--- src/rtl/wb_arbiter_pkg.sv ---
// Shared types and sizes for the writeback arbiter slice: data width,
// register count, register-index type and requester identifiers.
package wb_arbiter_pkg;

  localparam int XLEN  = 64;
  localparam int NREGS = 32;
  localparam int IDX_W = $clog2(NREGS);

  typedef logic [IDX_W-1:0] reg_idx_t;

  typedef enum logic {
    REQ_ALU = 1'b0,
    REQ_MEM = 1'b1
  } req_id_t;

endpackage

--- src/rtl/wb_arbiter_if.sv ---
// Writeback bus: two requesters (ALU, load unit), issue-side reservation,
// scoreboard queries and the register-file write port.
interface wb_arbiter_if
  import wb_arbiter_pkg::*;
#(
  parameter int XLEN = wb_arbiter_pkg::XLEN
) ();

  // Handshake: a transfer completes on any cycle where valid && ready.
  // ready never looks at its own requester's ready; a requester that sees
  // ready=0 keeps valid, rd and val stable until it is granted.
  logic            alu_valid;
  logic            alu_ready;
  reg_idx_t        alu_rd;
  logic [XLEN-1:0] alu_val;

  logic            mem_valid;
  logic            mem_ready;
  reg_idx_t        mem_rd;
  logic [XLEN-1:0] mem_val;

  logic            rsv_valid;
  reg_idx_t        rsv_rd;

  reg_idx_t        rs1;
  reg_idx_t        rs2;
  logic            rs1_busy;
  logic            rs2_busy;

  logic            write_sig;
  reg_idx_t        write_reg;
  logic [XLEN-1:0] write_val;

  req_id_t         dbg_prio;

  modport master (
    output alu_valid, alu_rd, alu_val,
    output mem_valid, mem_rd, mem_val,
    output rsv_valid, rsv_rd, rs1, rs2,
    input  alu_ready, mem_ready, rs1_busy, rs2_busy,
    input  write_sig, write_reg, write_val, dbg_prio
  );

  modport slave (
    input  alu_valid, alu_rd, alu_val,
    input  mem_valid, mem_rd, mem_val,
    input  rsv_valid, rsv_rd, rs1, rs2,
    output alu_ready, mem_ready, rs1_busy, rs2_busy,
    output write_sig, write_reg, write_val, dbg_prio
  );

endinterface

--- src/rtl/wb_scoreboard.sv ---
// Pending-write busy bits, one per architectural register; x0 is never busy.
// A reservation and a clear of the same index in one cycle leave it busy.
module wb_scoreboard
  import wb_arbiter_pkg::*;
#(
  parameter int NREGS = wb_arbiter_pkg::NREGS
) (
  input  logic     clk,
  input  logic     reset,
  input  logic     set_en,
  input  reg_idx_t set_idx,
  input  logic     clr_en,
  input  reg_idx_t clr_idx,
  input  reg_idx_t q1_idx,
  input  reg_idx_t q2_idx,
  output logic     q1_busy,
  output logic     q2_busy
);

  logic [NREGS-1:0] busy_q;

  always_ff @(posedge clk) begin
    if (reset) begin
      busy_q <= '0;
    end else begin
      if (clr_en) busy_q[clr_idx] <= 1'b0;
      // Later assignment wins, so the reservation overrides a same-index clear.
      if (set_en && (set_idx != '0)) busy_q[set_idx] <= 1'b1;
      busy_q[0] <= 1'b0;
    end
  end

  assign q1_busy = busy_q[q1_idx];
  assign q2_busy = busy_q[q2_idx];

endmodule

--- src/rtl/wb_arbiter.sv ---
// Round-robin arbiter between ALU and load writebacks feeding a registered
// register-file write port, with a busy-bit scoreboard for issue queries.
module wb_arbiter
  import wb_arbiter_pkg::*;
#(
  parameter int XLEN  = wb_arbiter_pkg::XLEN,
  parameter int NREGS = wb_arbiter_pkg::NREGS
) (
  input  logic         clk,
  input  logic         reset,
  wb_arbiter_if.slave  bus
);

  req_id_t         prio_q;
  logic            contend;
  logic            grant_alu;
  logic            grant_mem;
  logic            grant;
  reg_idx_t        grant_rd;
  logic [XLEN-1:0] grant_val;

  logic            write_q;
  reg_idx_t        write_reg_q;
  logic [XLEN-1:0] write_val_q;

  always_comb begin
    contend   = bus.alu_valid && bus.mem_valid;
    grant_alu = !reset && bus.alu_valid && (!bus.mem_valid || (prio_q == REQ_ALU));
    grant_mem = !reset && bus.mem_valid && (!bus.alu_valid || (prio_q == REQ_MEM));
    grant     = grant_alu || grant_mem;
    grant_rd  = grant_mem ? bus.mem_rd  : bus.alu_rd;
    grant_val = grant_mem ? bus.mem_val : bus.alu_val;
  end

  always_ff @(posedge clk) begin
    if (reset) begin
      write_q     <= 1'b0;
      write_reg_q <= '0;
      write_val_q <= '0;
      prio_q      <= REQ_ALU;
    end else begin
      // Writes to x0 still handshake but never reach the register file.
      write_q <= grant && (grant_rd != '0);
      if (grant) begin
        write_reg_q <= grant_rd;
        write_val_q <= grant_val;
      end
      if (contend) prio_q <= grant_alu ? REQ_MEM : REQ_ALU;
    end
  end

  assign bus.alu_ready = grant_alu;
  assign bus.mem_ready = grant_mem;
  // A write pending when reset rises is dropped in that same cycle.
  assign bus.write_sig = write_q && !reset;
  assign bus.write_reg = write_reg_q;
  assign bus.write_val = write_val_q;
  assign bus.dbg_prio  = prio_q;

  wb_scoreboard #(.NREGS(NREGS)) u_scoreboard (
    .clk     (clk),
    .reset   (reset),
    .set_en  (bus.rsv_valid),
    .set_idx (bus.rsv_rd),
    .clr_en  (grant),
    .clr_idx (grant_rd),
    .q1_idx  (bus.rs1),
    .q2_idx  (bus.rs2),
    .q1_busy (bus.rs1_busy),
    .q2_busy (bus.rs2_busy)
  );

endmodule

--- src/flat_wrapper.sv ---
// flat-port wrapper written by rule: the top's interface ports become plain ports
module wb_arbiter_flat import wb_arbiter_pkg::*;
#(
  parameter int XLEN  = wb_arbiter_pkg::XLEN,
  parameter int NREGS = wb_arbiter_pkg::NREGS
)
  (clk, reset, bus_alu_valid, bus_alu_rd, bus_alu_val, bus_mem_valid, bus_mem_rd, bus_mem_val, bus_rsv_valid, bus_rsv_rd, bus_rs1, bus_rs2, bus_alu_ready, bus_mem_ready, bus_rs1_busy, bus_rs2_busy, bus_write_sig, bus_write_reg, bus_write_val, bus_dbg_prio);
  wb_arbiter_if #(.XLEN(XLEN)) bus_i ();
  input  logic clk;
  input  logic reset;
  input wire logic [$bits(bus_i.alu_valid)-1:0] bus_alu_valid;
  input wire logic [$bits(bus_i.alu_rd)-1:0] bus_alu_rd;
  input wire logic [$bits(bus_i.alu_val)-1:0] bus_alu_val;
  input wire logic [$bits(bus_i.mem_valid)-1:0] bus_mem_valid;
  input wire logic [$bits(bus_i.mem_rd)-1:0] bus_mem_rd;
  input wire logic [$bits(bus_i.mem_val)-1:0] bus_mem_val;
  input wire logic [$bits(bus_i.rsv_valid)-1:0] bus_rsv_valid;
  input wire logic [$bits(bus_i.rsv_rd)-1:0] bus_rsv_rd;
  input wire logic [$bits(bus_i.rs1)-1:0] bus_rs1;
  input wire logic [$bits(bus_i.rs2)-1:0] bus_rs2;
  output wire logic [$bits(bus_i.alu_ready)-1:0] bus_alu_ready;
  output wire logic [$bits(bus_i.mem_ready)-1:0] bus_mem_ready;
  output wire logic [$bits(bus_i.rs1_busy)-1:0] bus_rs1_busy;
  output wire logic [$bits(bus_i.rs2_busy)-1:0] bus_rs2_busy;
  output wire logic [$bits(bus_i.write_sig)-1:0] bus_write_sig;
  output wire logic [$bits(bus_i.write_reg)-1:0] bus_write_reg;
  output wire logic [$bits(bus_i.write_val)-1:0] bus_write_val;
  output wire logic [$bits(bus_i.dbg_prio)-1:0] bus_dbg_prio;
  assign bus_i.alu_valid = bus_alu_valid;
  assign bus_i.alu_rd = bus_alu_rd;
  assign bus_i.alu_val = bus_alu_val;
  assign bus_i.mem_valid = bus_mem_valid;
  assign bus_i.mem_rd = bus_mem_rd;
  assign bus_i.mem_val = bus_mem_val;
  assign bus_i.rsv_valid = bus_rsv_valid;
  assign bus_i.rsv_rd = bus_rsv_rd;
  assign bus_i.rs1 = bus_rs1;
  assign bus_i.rs2 = bus_rs2;
  assign bus_alu_ready = bus_i.alu_ready;
  assign bus_mem_ready = bus_i.mem_ready;
  assign bus_rs1_busy = bus_i.rs1_busy;
  assign bus_rs2_busy = bus_i.rs2_busy;
  assign bus_write_sig = bus_i.write_sig;
  assign bus_write_reg = bus_i.write_reg;
  assign bus_write_val = bus_i.write_val;
  assign bus_dbg_prio = bus_i.dbg_prio;
  wb_arbiter #(.XLEN(XLEN), .NREGS(NREGS)) u_core (.clk(clk), .reset(reset), .bus(bus_i));
endmodule
--- config.mk ---
export PLATFORM = sky130hd
export DESIGN_NAME = wb_arbiter_flat
export DESIGN_NICKNAME = d
export VERILOG_FILES = /design/src/rtl/wb_arbiter_pkg.sv /design/src/rtl/wb_arbiter_if.sv /design/src/rtl/wb_scoreboard.sv /design/src/rtl/wb_arbiter.sv /design/src/flat_wrapper.sv
export SDC_FILE = /design/constraint.sdc
export NUM_CORES = 1
export LEC_CHECK = 0
export ABC_AREA = 1
export CORE_ASPECT_RATIO = 1.75
export CORE_UTILIZATION = 46
export DETAILED_ROUTE_END_ITERATION = 12
export PLACE_DENSITY = 0.95
export SETUP_SLACK_MARGIN = 0.3
export SYNTH_ARGS = -nofsm -noshare
export SYNTH_HDL_FRONTEND = slang
export SYNTH_SLANG_ARGS = --single-unit
--- constraint.sdc ---
create_clock -name clk -period 3.6 [get_ports clk]
set_input_delay 0.54 -clock clk [delete_from_list [all_inputs] [get_ports clk]]
set_output_delay 0.54 -clock clk [all_outputs]
set_load 0.03 [all_outputs]
Word-level counts from Yosys, hierarchy flattened
Cells that the tools add are included.
{"block": "word_totals", "ram_bits": 0, "latchBits": 0, "rom_bits": 0, "reg_bits": 103, "wordCells": 48, "n_memories": 0}
{"block": "op_classes", "bitwise": 4, "reduce_logical": 18, "n_lt_le_gt_ge": 6, "div_mod_pow": 0, "n_mux": 14, "addsub": 0, "shift": 0, "n_eq_ne": 0, "n_mul": 0}
{"cell": "32-bit 2-to-1 mux", "count": 3}
{"cell": "64-bit 2-to-1 mux", "count": 1}
{"cell": "32-bit AND", "count": 1}
{"cell": "32-bit NOT", "count": 1}
{"cell": "32-bit bitwise OR", "count": 1}
{"cell": "5-bit by 6-bit less-than comparator with 1-bit output (second input constant)", "count": 4}
{"cell": "1-bit binary-select mux with 5-bit select", "count": 2}
{"cell": "1-bit demux with 5-bit select", "count": 2}
{"cell": "5-bit by 1-bit >= comparator with 1-bit output (second input constant)", "count": 2}
{"cell": "1-bit logical AND", "count": 10}
{"cell": "5-bit nonzero test", "count": 2}
{"cell": "1-bit 2-to-1 mux", "count": 5}
{"cell": "5-bit 2-to-1 mux", "count": 1}
{"cell": "1-bit logical NOT", "count": 3}
{"cell": "1-bit logical OR", "count": 3}
{"cell": "1-bit NOT", "count": 1}

Logic depth before layout (Yosys ltp)
{"block": "logic_depth", "ltp_word": 14, "ltp_mapped": 11, "ltp_nobuf": 10}

Hierarchy
From an unflattened synthesis, not the netlist that was laid out.
{"block": "hier_totals", "cells_unflattened": 807, "hier_area_um2": 5420.2}
{"module": "wb_arbiter", "area_per_inst_um2": 3433.3, "seq_area_each_um2": 1421.4, "cells_each": 489, "n_inst": 1}
{"module": "wb_scoreboard", "area_per_inst_um2": 1986.9, "seq_area_each_um2": 620.6, "cells_each": 318, "n_inst": 1}

Least setup slack after synthesis
OpenSTA, ideal clock, no wires.
{"block": "synth_path", "path_type": "input port to output port", "from": "input port bus_rs1[1]", "to": "output port bus_rs1_busy", "setup_slack_ns": 1.425, "arrival_ns": 1.635, "path_stages": 9, "n_path_buf": 1, "path_cell_list": "clkbuf_1 clkinv_1 a21oi_1 o21ai_0 nand3_1 nand3_1 nand2_1 nand2_1 nand2_1"}
{"block": "synth_via", "elab_chain_cells": 2}
{"element": "start: declaration", "line_no": "flat_wrapper.sv:19", "source": "input wire logic [$bits(bus_i.rs1)-1:0] bus_rs1;"}
{"element": "1-bit binary-select mux with 5-bit select", "line_no": "wb_scoreboard.sv:33", "source": "assign q1_busy = busy_q[q1_idx];"}
{"element": "1-bit 2-to-1 mux (implied by the code)", "line_no": "wb_scoreboard.sv:33"}
{"element": "end: declaration", "line_no": "flat_wrapper.sv:23", "source": "output wire logic [$bits(bus_i.rs1_busy)-1:0] bus_rs1_busy;"}
Every way passes these cells. The select of a mux whose other input is x is not followed.

Worst setup path in the final report
{"block": "layout_path", "from": "input port bus_rs2[0]", "to": "output port bus_rs2_busy"}
{"block": "layout_via", "elab_chain_cells": 2}
{"element": "start: declaration", "line_no": "flat_wrapper.sv:20", "source": "input wire logic [$bits(bus_i.rs2)-1:0] bus_rs2;"}
{"element": "1-bit binary-select mux with 5-bit select", "line_no": "wb_scoreboard.sv:34", "source": "assign q2_busy = busy_q[q2_idx];"}
{"element": "1-bit 2-to-1 mux (implied by the code)", "line_no": "wb_scoreboard.sv:34"}
{"element": "end: declaration", "line_no": "flat_wrapper.sv:24", "source": "output wire logic [$bits(bus_i.rs2_busy)-1:0] bus_rs2_busy;"}
Every way passes these cells. The select of a mux whose other input is x is not followed.

==> metrics.txt <==
failing checks design-rule violations; H-tree levels 3; VDD IR max ~0.34 mV; most numerous cell in the Yosys netlist nand2_1; vias in the first global route 6,430; max-cap viol count 0; crit start category primary input; Setup crit end kind primary output; CTS tree built; core area 11,580 sq um; Yosys top cell area share 37.45%; fin crit share about 88%; Leak 3.556 nW; CTS Buf Count 9; largest cells by area after synthesis dfxtp_1, nand2_1, nand3_1; largest net degree at the start of global routing 83; worst setup margin 439.3 ps; Remaining DRCs 4; synthesized area 5453 sq um; top post-synthesis cells by count nand2_1, nand3_1, dfxtp_1; Slowest cell on crit path clkdlybuf4s50_1; dpl hpwl ~14 mm; first-pass GRT wire length 30.22 mm; 1st-iter DRT viols 430; die area 12,310 sq um; Clock transition at path regs 70 ps; Vias/cell 5.406; first drt pass iteration count 9; measured slew at the worst slew-check pin approximately 1200 ps; Post-synth EDFFs 0; Syn Area/Cell 6.570 sq um; IO buf count 232; IO Count roughly 230; WL final between 15 and 20 mm; relative slew slack 21.67%; status complete, but fails checks; height of the die ~150 um; synth warn 0; Worst Path Buf+Inv 4; CP top delay family buffers and inverters; drt wl/cell 15.88 um; root buffer cell clkbuf_16; pre-CTS setup slack roughly 290 ps; critical-path cell list clkdlybuf4s50_1 > clkinvlp_4 > buf_4 > o211ai_1 > nand3_1 > nand3_1 > nand2_1 > nand2_1 > nand2_1 > clkdlybuf4s50_1; Clock Sinks 102; Fmax 316.4 MHz; Setup violations, final 0; Via Count 6,411; Final min period 3161 ps; Cells after Synth 830; Fin Setup TNS 0 ps; clk_lat worst skew 340 ps; Primary FF master, synth dfxtp_1; Hold WC Path Type register to register; crit path max fanout 11; Die Wd about 84 um; register bit total from synthesis 102; GPL Wtd Cong a little over 0.9; antenna-violating nets left 0; syn nets 988; area leader, netlist dfxtp_1; critical path arrival 2620 ps; critical setup path kind primary input to primary output; GRT Residual Overflow 0; Synth async-reset ratio 0%; nets@finish 1,203; fin. max-slew vios 0; skew final 4.715 ps; WP data required a little over 3000 ps; RSZ-0062 raised after global routing false; area delta synth->final 49.24%; Final Hold Viols 0; gr usage total between 30% and 40%; clk buf depth 2; Pwr Density between 300 and 400 nW/um^2; share of cells above drive strength 1 approximately 5.6%; CTS Hold Buffers Added 0; antenna violations before repair 1; Min Hold Slack between 400 and 500 ps; initial core utilization between 40% and 50%; row count 52; crit-path max cell delay 580 ps; register area share after synthesis 37.45%; max reg flops 64; library cells used by synthesis 26; most used cell, CP nand2_1
[tightest hold or removal path, stage by stage, from the launching register on]
cell and delay (ps):
dfxtp_1 310, nand2_1 60, a21oi_1 50
[where the power goes]
part	internal (W)	leakage (nW)	switching, W
combinational	0.000364	2.58	0.000428
sequential	0.00120	0.839	0.0000412
clock	0.000540	0.138	0.000440
total	0.00210	3.56	0.000909
[cells in the final DEF, fill, tap and decap left out, types with 2 or more instances in the layout]
master	n
dfxtp_1	102
inv_2	5
clkbuf_16	9
clkdlybuf4s50_1	229
nand2_1	324
clkinvlp_4	7
nor2_2	4
nor3_1	10
nand2_2	3
o211ai_1	73
clkinv_4	2
nor2_1	8
buf_4	17
inv_1	89
nand3_1	113
o21ai_0	3
dlymetal6s2s_1	2
nor2_4	4
a21oi_1	34
[stage by stage]
stage / instance area [sq um] / utilization (%) / total power [W] / cells
3_3_place_gp: 7776 / 67.15 / 0.002023 / 1163
4_1_cts: 8077 / 69.74 / 0.003006 / 1179
2_1_floorplan: 5453 / - / 0.001661 / 830
3_5_place_dp: 7776 / 67.15 / 0.002038 / 1163
6_report: 8138 / 70.27 / 0.003009 / 1186
5_1_grt: 8138 / 70.27 / 0.003134 / 1186
[final cells by class]
| class | instances | area, sq um |
|---|---|---|
| flip-flops and latches | 102 | 2042 |
| multi-input cells | 583 | 2768 |
| fillers | 893 | 3443 |
| inverters | 98 | 379.1 |
| repair buffers | 249 | 2465 |
| well taps | 135 | 168.9 |
| clock buffers | 9 | 225.2 |
| clock inverters | 7 | 75.07 |
| diodes | 1 | 2.502 |
| repair inverters | 2 | 12.51 |
[final timing paths]
path                                                    start                            end  slack, ps  depth (start not counted)
worst max-delay path                               bus_rs2[0]                   bus_rs2_busy        440                         10
worst min-delay path            u_core.u_scoreboard.busy_q[2]  u_core.u_scoreboard.busy_q[2]        460                          2
worst min register to register  u_core.u_scoreboard.busy_q[2]  u_core.u_scoreboard.busy_q[2]        460                          2
worst max register to register            u_core.bus.dbg_prio       u_core.bus.write_val[27]       1330                          9
[kinds of logic after synthesis]
kind of cell    after synthesis  synth area share (%)
simple gates                468                 36.28
buf+inv                     145                 11.93
compound gates              115                 14.34
flops                       102                 37.45
[timing repair]
item | 4_1_cts | 5_1_grt
buffers inserted | 0 | 4
endpoints found under the setup margin | 0 | 2
gates resized for setup | 0 | 6
[layer usage]
layer	vias to the layer above	share of wire (%)	global-route usage [%]
li1	3115	-	-
met1	2909	34	30.49
met2	308	52	56.80
met3	79	8.5	9.497
met4	0	5.3	16.03
met5	-	0	0
Power figures use the tool's default switching activity.
